### src/rtl/pipeline_controller.sv
// -----------------------------------------------------------------------------
// pipeline_controller
//
// Central sequencer for the five-stage pipeline (fetch / decode / execute /
// memory access / writeback). Produces the per-stage buffer write enables,
// the IF/ID flush and the ID/EX / MEM/WB bubble controls from decode hazard
// information and the data-memory handshake. Also provides a debug
// halt / single-step / resume mode and a memory-wait timeout fault.
//
// Configuration macro:
//   PERF_COUNTER_EN  defined     -> stallCycles / flushCount are saturating
//                                   performance counters.
//                    not defined -> both outputs are tied to zero and no
//                                   counter flops exist.
//
// Parameters:
//   MEM_TIMEOUT  max consecutive memory-wait cycles before FAULT (2..255)
//   COUNT_WIDTH  width of the performance counters
//
// Ports:
//   clk, reset             rising-edge clock, asynchronous active-high reset
//   idRs, idRt             source register fields of the instruction in decode
//   idUsesRs, idUsesRt     decode instruction actually reads rs / rt
//   idExMemRead, idExRt    execute holds a load targeting idExRt
//   branchTaken            execute resolved a taken branch/jump this cycle
//   memRequest, memReady   memory-access stage handshake
//   haltRequest            debug halt pulse
//   stepRequest            debug single-step pulse (HALT only)
//   resumeRequest          debug resume pulse (HALT only)
//   pcWrite .. memWbBubble per-stage enables / flush / bubble controls
//   state                  RUN=0, MEM_WAIT=1, HALT=2, FAULT=3
//   fault                  high while in FAULT
//   stallCycles            cycles with pcWrite=0 outside HALT/FAULT
//   flushCount             number of cycles with ifIdFlush=1
// -----------------------------------------------------------------------------
module pipeline_controller #(
  parameter int unsigned MEM_TIMEOUT = 16,
  parameter int unsigned COUNT_WIDTH = 16
) (
  input  logic                   clk,
  input  logic                   reset,
  input  logic [4:0]             idRs,
  input  logic [4:0]             idRt,
  input  logic                   idUsesRs,
  input  logic                   idUsesRt,
  input  logic                   idExMemRead,
  input  logic [4:0]             idExRt,
  input  logic                   branchTaken,
  input  logic                   memRequest,
  input  logic                   memReady,
  input  logic                   haltRequest,
  input  logic                   stepRequest,
  input  logic                   resumeRequest,
  output logic                   pcWrite,
  output logic                   ifIdWrite,
  output logic                   ifIdFlush,
  output logic                   idExWrite,
  output logic                   idExBubble,
  output logic                   exMemWrite,
  output logic                   memWbBubble,
  output logic [1:0]             state,
  output logic                   fault,
  output logic [COUNT_WIDTH-1:0] stallCycles,
  output logic [COUNT_WIDTH-1:0] flushCount
);

  typedef enum logic [1:0] {
    ST_RUN      = 2'd0,
    ST_MEM_WAIT = 2'd1,
    ST_HALT     = 2'd2,
    ST_FAULT    = 2'd3
  } state_e;

  // Bundle of all pipeline controls, in output port order.
  typedef struct packed {
    logic pc_write;
    logic if_id_write;
    logic if_id_flush;
    logic id_ex_write;
    logic id_ex_bubble;
    logic ex_mem_write;
    logic mem_wb_bubble;
  } ctl_t;

  localparam ctl_t CTL_ALL      = '{1'b1, 1'b1, 1'b0, 1'b1, 1'b0, 1'b1, 1'b0};
  // Freezes every stage and drains a bubble into writeback; also the HALT set.
  localparam ctl_t CTL_FREEZE   = '{1'b0, 1'b0, 1'b0, 1'b0, 1'b0, 1'b0, 1'b1};
  localparam ctl_t CTL_BRANCH   = '{1'b1, 1'b1, 1'b1, 1'b1, 1'b1, 1'b1, 1'b0};
  localparam ctl_t CTL_LOAD_USE = '{1'b0, 1'b0, 1'b0, 1'b1, 1'b1, 1'b1, 1'b0};

  // Value the wait counter holds on the last permitted wait cycle.
  localparam logic [7:0] WAIT_LAST = 8'(MEM_TIMEOUT - 1);

  state_e     state_q, state_d;
  logic [7:0] wait_cnt_q, wait_cnt_d;
  logic       step_pending_q, step_pending_d;
  logic       halt_latched_q, halt_latched_d;
  logic       fault_q, fault_d;

  logic load_use;
  logic mem_stall;
  ctl_t run_ctl;
  ctl_t ctl;

  // ---------------------------------------------------------------------------
  // Hazard detection and control generation
  // ---------------------------------------------------------------------------
  always_comb begin
    load_use  = idExMemRead && (idExRt != 5'd0) &&
                ((idUsesRs && (idRs == idExRt)) || (idUsesRt && (idRt == idExRt)));
    mem_stall = memRequest && !memReady;

    // Branch beats load-use: the dependent instruction is wrong-path anyway.
    if (mem_stall)        run_ctl = CTL_FREEZE;
    else if (branchTaken) run_ctl = CTL_BRANCH;
    else if (load_use)    run_ctl = CTL_LOAD_USE;
    else                  run_ctl = CTL_ALL;

    // NOTE: every variable assigned in always_comb gets a value on every path
    // (here via the default arm) so no latch is inferred.
    unique case (state_q)
      ST_RUN:      ctl = run_ctl;
      // On the completing cycle mem_stall is already low, so the RUN priority
      // lets the access retire while a branch held in execute is re-evaluated.
      ST_MEM_WAIT: ctl = memReady ? run_ctl : CTL_FREEZE;
      ST_HALT:     ctl = step_pending_q ? run_ctl : CTL_FREEZE;
      default:     ctl = CTL_FREEZE;
    endcase
  end

  assign pcWrite     = ctl.pc_write;
  assign ifIdWrite   = ctl.if_id_write;
  assign ifIdFlush   = ctl.if_id_flush;
  assign idExWrite   = ctl.id_ex_write;
  assign idExBubble  = ctl.id_ex_bubble;
  assign exMemWrite  = ctl.ex_mem_write;
  assign memWbBubble = ctl.mem_wb_bubble;
  assign state       = state_q;
  assign fault       = fault_q;

  // ---------------------------------------------------------------------------
  // Next-state logic
  // ---------------------------------------------------------------------------
  always_comb begin
    state_d        = state_q;
    wait_cnt_d     = wait_cnt_q;
    step_pending_d = step_pending_q;
    halt_latched_d = halt_latched_q;

    unique case (state_q)
      ST_RUN: begin
        if (mem_stall) begin
          state_d        = ST_MEM_WAIT;
          wait_cnt_d     = 8'd1;
          halt_latched_d = haltRequest;   // keep a halt pulse that hits a stall
        end else if (haltRequest) begin
          state_d = ST_HALT;
        end
      end

      ST_MEM_WAIT: begin
        if (memReady) begin
          state_d        = (halt_latched_q || haltRequest) ? ST_HALT : ST_RUN;
          wait_cnt_d     = 8'd0;
          halt_latched_d = 1'b0;
        end else if (wait_cnt_q >= WAIT_LAST) begin
          state_d        = ST_FAULT;
          halt_latched_d = 1'b0;
        end else begin
          wait_cnt_d     = wait_cnt_q + 8'd1;
          halt_latched_d = halt_latched_q || haltRequest;
        end
      end

      ST_HALT: begin
        if (step_pending_q) begin
          // The single step cycle: behaves as RUN, then falls back to HALT.
          step_pending_d = 1'b0;
          if (mem_stall) begin
            state_d        = ST_MEM_WAIT;
            wait_cnt_d     = 8'd1;
            halt_latched_d = 1'b1;
          end else if (resumeRequest) begin
            state_d = ST_RUN;
          end else begin
            step_pending_d = stepRequest;
          end
        end else if (resumeRequest) begin
          state_d = ST_RUN;               // resume wins over a coincident step
        end else if (stepRequest) begin
          step_pending_d = 1'b1;
        end
      end

      default: ;                          // FAULT: only reset leaves
    endcase

    fault_d = (state_d == ST_FAULT);
  end

  // NOTE: sequential state uses non-blocking assignments so every flop samples
  // the pre-edge values regardless of statement order.
  always_ff @(posedge clk or posedge reset) begin
    if (reset) begin
      state_q        <= ST_RUN;
      wait_cnt_q     <= 8'd0;
      step_pending_q <= 1'b0;
      halt_latched_q <= 1'b0;
      fault_q        <= 1'b0;
    end else begin
      state_q        <= state_d;
      wait_cnt_q     <= wait_cnt_d;
      step_pending_q <= step_pending_d;
      halt_latched_q <= halt_latched_d;
      fault_q        <= fault_d;
    end
  end

  // ---------------------------------------------------------------------------
  // Performance counters (saturating)
  // ---------------------------------------------------------------------------
`ifdef PERF_COUNTER_EN
  logic [COUNT_WIDTH-1:0] stall_cnt_q, stall_cnt_d;
  logic [COUNT_WIDTH-1:0] flush_cnt_q, flush_cnt_d;

  always_comb begin
    stall_cnt_d = stall_cnt_q;
    flush_cnt_d = flush_cnt_q;
    if (!ctl.pc_write && (state_q == ST_RUN || state_q == ST_MEM_WAIT) &&
        (stall_cnt_q != '1))
      stall_cnt_d = stall_cnt_q + 1'b1;
    if (ctl.if_id_flush && (flush_cnt_q != '1))
      flush_cnt_d = flush_cnt_q + 1'b1;
  end

  always_ff @(posedge clk or posedge reset) begin
    if (reset) begin
      stall_cnt_q <= '0;
      flush_cnt_q <= '0;
    end else begin
      stall_cnt_q <= stall_cnt_d;
      flush_cnt_q <= flush_cnt_d;
    end
  end

  assign stallCycles = stall_cnt_q;
  assign flushCount  = flush_cnt_q;
`else
  assign stallCycles = '0;
  assign flushCount  = '0;
`endif

endmodule
### config.mk
export PLATFORM = sky130hd
export DESIGN_NAME = pipeline_controller
export DESIGN_NICKNAME = d
export VERILOG_FILES = /design/src/rtl/pipeline_controller.sv
export SDC_FILE = /design/constraint.sdc
export NUM_CORES = 1
export LEC_CHECK = 0
export CAP_MARGIN = 20
export CORE_MARGIN = 2
export CORE_UTILIZATION = 41
export CTS_CLUSTER_SIZE = 24
export DETAILED_ROUTE_END_ITERATION = 10
export PLACE_DENSITY = 0.94
export SYNTH_ARGS = -nofsm -noshare
export SYNTH_HDL_FRONTEND = slang
export SYNTH_SLANG_ARGS = --single-unit
### constraint.sdc
create_clock -name clk -period 5.6 [get_ports clk]
set_input_delay 0.56 -clock clk [delete_from_list [all_inputs] [get_ports clk]]
set_output_delay 0.56 -clock clk [all_outputs]
set_load 0.05 [all_outputs]
=== Yosys cells after proc, flatten, opt, wreduce, memory -nomap -nowiden ===
Cells that the tools add are included.

* Register bits after elaboration: 13
* Output and inout port bits: 42

* Add/sub/neg operators: 1
* Order comparisons: 1
* Equality and inequality tests: 9
* Muxes and demuxes: 31
* Reductions and logical operators: 13

{| class="wikitable"
|+ Operator list
! kind !! number
|-
| $mux 7 || 5
|-
| $mux 8 || 4
|-
| $pmux 8 s3 || 1
|-
| $pmux 7 s3 || 1
|-
| $mux 2 || 8
|-
| $eq 5x5->1 || 2
|-
| $mux 1 || 10
|-
| $add 8x1->8 const B || 1
|-
| $ge 8x4->1 const B || 1
|-
| $ne 2x2->1 const B || 3
|-
| $pmux 2 s3 || 1
|-
| $logic_and 1x1->1 || 5
|-
| $reduce_bool 5->1 || 1
|-
| $eq 2x2->1 const B || 2
|-
| $reduce_and 4->1 || 1
|-
| $ne 3x3->1 const B || 1
|-
| $pmux 1 s3 || 1
|-
| $reduce_and 3->1 || 1
|-
| $reduce_bool 3->1 || 1
|-
| $eq 2x1->1 const B || 1
|-
| $logic_not 2->1 || 1
|-
| $logic_or 1x1->1 || 2
|-
| $logic_not 1->1 || 1
|}

=== Depth between registers and ports, before layout ===
* Depth in word-level cells: 9
* Depth in mapped cells: 6
* Mapped depth without buffers: 6

=== Worst setup path before layout ===
OpenSTA, ideal clock, no wires.

* Kind: register -> output
* Start: register state_q[0], in the netlist state[0]
* End: output port idExBubble
* Arrival: 2525 ps
* Slack: 2515 ps
* Stages on the path, launching flop included: 7
* Cell sequence: dfrtp_1 > inv_1 > ha_1 > a211o_1 > a32o_2 > and2_4 > o21bai_1

* Longest elaborated chain between the ends: 2
* Elaborated cells between the ends (all ways): 4
* Classes of those cells: eq/ne (2); mux (1); reduce/logical (1)

{| class="wikitable"
|+ Ends and longest elaborated chain
! item !! RTL line !! text
|-
| start: declaration || 94 || <nowiki>state_e state_q, state_d;</nowiki>
|-
| start signal: assignment || 211 || <nowiki>state_q <= state_d;</nowiki>
|-
| $eq 2x2->1, or another cell as far along || 121 || <nowiki>unique case (state_q)</nowiki>
|-
| $pmux 7 s3 * || 121 ||
|-
| end: declaration || 58 || <nowiki>output logic idExBubble,</nowiki>
|}

Mark *: on every way between the ends. The rest lies on a longest branch, timed or not.

=== Worst setup path after layout ===
Ends and elaborated chain as after synthesis.

==> impl_metrics.tcl <==
set metrics [dict create \
    path_buf_inv 2 \
    required_ns 5.04 \
    setup_viol 0 \
    synthMuxAreaShare_pct 2.02 \
    clkLatencyLatePin_ns 0.28 \
    slowest_stage "clkdlybuf4s50_1" \
    grt_start_max_net_pins 14 \
    netlist_area_mm2 0.00130 \
    hp-start "wait_cnt_q[3]" \
    r2r_setup_slack_ns 3.64 \
    clock_path_buffers 2 \
    place.gp.congestion 0.847 \
    status "finished, final reports clean" \
    drv_slew 0 \
    crit_chain "inv_1, ha_1, a211o_1, a32o_2, and2_4, o21bai_1, clkdlybuf4s50_1" \
    cts.sinks 13 \
    path_class "flip-flop to primary output" \
    tns_ns 0 \
    cp.arrival_ns 2.85 \
    endpoint "idExBubble" \
    fp.dieH_um 60.4 \
    syn_to_final_growth_pct 22.3 \
    synthAdderAreaFrac_pct 4.80 \
    cp_max_fo 8 \
    cp_num_cells 7 \
    diodes 0 \
    timing.hold.ws_ns 0.538 \
    p_leak_uw 0.000711 \
    ys_seq_elements 13 \
    grt.total_usage_pct 15.4 \
    wirelength_um 2760 \
    core_area_mm2 0.00303 \
    hold_violations 0 \
    io_pins 68 \
    yosys_warnings 0 \
    synth_top_family_by_area "compound AO/OA/AOI/OAI gates" \
    vias 1047 \
    rows 20 \
    grt_pass1_wl_um 4260 \
    syn_avg_cell_area_um2 8.98 \
    layout-drive-gt1-share_pct 8.89 \
    synthXorXnorAreaFrac_pct 6.72 \
    synthArstFlopShare_pct 100 \
    synthSimpleGateAreaFrac_pct 17.6 \
    vdd_drop_max_mv 0.170 \
    root_buffer "clkbuf_4" \
    ys_seq_area_share_pct 25.0 \
    die-area_mm2 0.00364 \
    post-cts-setup-buffers 0 \
    synthDistinctLibCells 45 \
    power.density_mw_per_mm2 439 \
    synth_compound_area_share_pct 22.0 \
    maxUsedRoutingLayer "met4" \
    dp_hpwl_um 2230 \
    reg2reg_to "wait_cnt_q[0]" \
    m1WireLength_um 1200 \
    relSlewSlack_pct 65.8 \
    cp_top_family "buffers and inverters" \
    clk_pin_slew_ns 0.08 \
    grt-ovfl-total 0 \
    max_freq_mhz 293 \
    fin_total_pwr_uw 700 \
    critPathLaunch "state[0]" \
    reg2reg_from "state[0]" \
    rsz0062_at_grt "no" \
    cpPeakStageDelay_ns 0.70 \
    antenna_found_initial 0 \
    cts_buffers 3 \
    worst_pin_slew_ns 0.511 \
    routed-wl-met3_um 160 \
    skew_ns 0.00102 \
    ant_nets 0 \
    min_path_type "flip-flop to flip-flop" \
    post-route-drc-count 0 \
    finalCritPeriodShare_pct 60.9 \
    r2r_cells 6 \
    ys.flop_type "dfrtp_1" \
    die_w_um 60.4 \
    fin_area_mm2 0.00159 \
    end_kind "primary output" \
    fin_crit_ns 3.41 \
    htreeDepth 1 \
    cts_resized 0 \
    drv_cap 0 \
    io_buffers 35 \
    viasPerCell 4.67 \
    synth-edff-count 0 \
    start_kind "flip-flop" \
    dr_wl_met2_um 1360 \
    wl_per_cell_um 12.3 \
    fin_nets 212 \
    syn_inst 145 \
    place_area_mm2 0.00157 \
    hold_buffers 0 \
    grt_pass1_vias 937 \
    cts_tree "done" \
    drtIter0Drc 49 \
    firstDrtPassIters 4 \
    initial_core_util_pct 43.0 \
]
## per-stage QoR
step                      instances  util, %  setup WS (ns)
after global routing            224     52.6           2.08
after floorplan                 176        -           2.51
after detailed placement        220     51.7           2.31
final                           224     52.6           2.19
after global placement          220     51.7           2.35
after CTS                       224     52.6           2.20
## cell usage in the layout, fill, tap and decap left out, types with 3 or more instances in the layout
cell type,count
clkdlybuf4s50_1,35
conb_1,32
o21ai_0,8
clkbuf_4,3
a21oi_1,5
nor2_1,5
o31ai_1,3
ha_1,5
nand2_1,7
nand2b_1,3
inv_1,6
dfrtp_1,13
and2_1,5
xor2_1,8
## synthesized netlist by cell type (3+ instances only)
| cell | count | area (um^2) |
|---|---|---|
| a21oi_1 | 5 | 25.0 |
| and2_1 | 5 | 31.3 |
| buf_4 | 34 | 255 |
| dfrtp_1 | 13 | 325 |
| ha_1 | 5 | 62.6 |
| inv_1 | 6 | 22.5 |
| nand2_1 | 7 | 26.3 |
| nand2b_1 | 3 | 18.8 |
| nor2_1 | 5 | 18.8 |
| o21ai_0 | 8 | 40.0 |
| o31ai_1 | 3 | 22.5 |
| xor2_1 | 8 | 70.1 |
## how the worst min path moves through the flow
stage | depth (start not counted) | endpoint | slack, ns
floorplan | 1 | fault | 0.44
global placement | 1 | wait_cnt_q[3] | 0.52
detailed placement | 1 | wait_cnt_q[3] | 0.52
CTS | 1 | wait_cnt_q[3] | 0.53
global route | 1 | wait_cnt_q[3] | 0.56
finish | 1 | wait_cnt_q[3] | 0.54
## cells by family after synthesis
family | count (synthesis)
AND/OR/NAND/NOR | 36
buffers and inverters | 41
flip-flops | 13
AO/OA/AOI/OAI | 37
other | 1
multiplexers | 2
adder cells (fa/ha/maj) | 5
XOR/XNOR | 10
## layer usage
metal,vias to the layer above,global-route usage [%]
li1,521,-
met1,475,21.3
met2,46,24.8
met3,5,1.92
met4,0,5.71
met5,-,0
## state kept, by name, indices dropped and copies added (netlist names)
| name | flops |
|---|---|
| state | 2 |
| wait_cnt_q | 8 |
| step_pending_q | 1 |
| fault | 1 |
| halt_latched_q | 1 |
## cell type report
class / instances / area [um^2]
clock buffers: 3 / 22.5
well taps: 44 / 55.1
clock inverters: 1 / 5.00
flip-flops and latches: 13 / 325
repair buffers: 35 / 350
multi-input cells: 122 / 812
fillers: 255 / 1440
inverters: 6 / 22.5
## power breakdown
group	switching (uW)	total, uW	internal [uW]
sequential	27.6	143	115
clock	33.6	60.2	26.6
combinational	318	497	179
total	379	700	321
No activity file was read; power rests on OpenSTA's default activity.
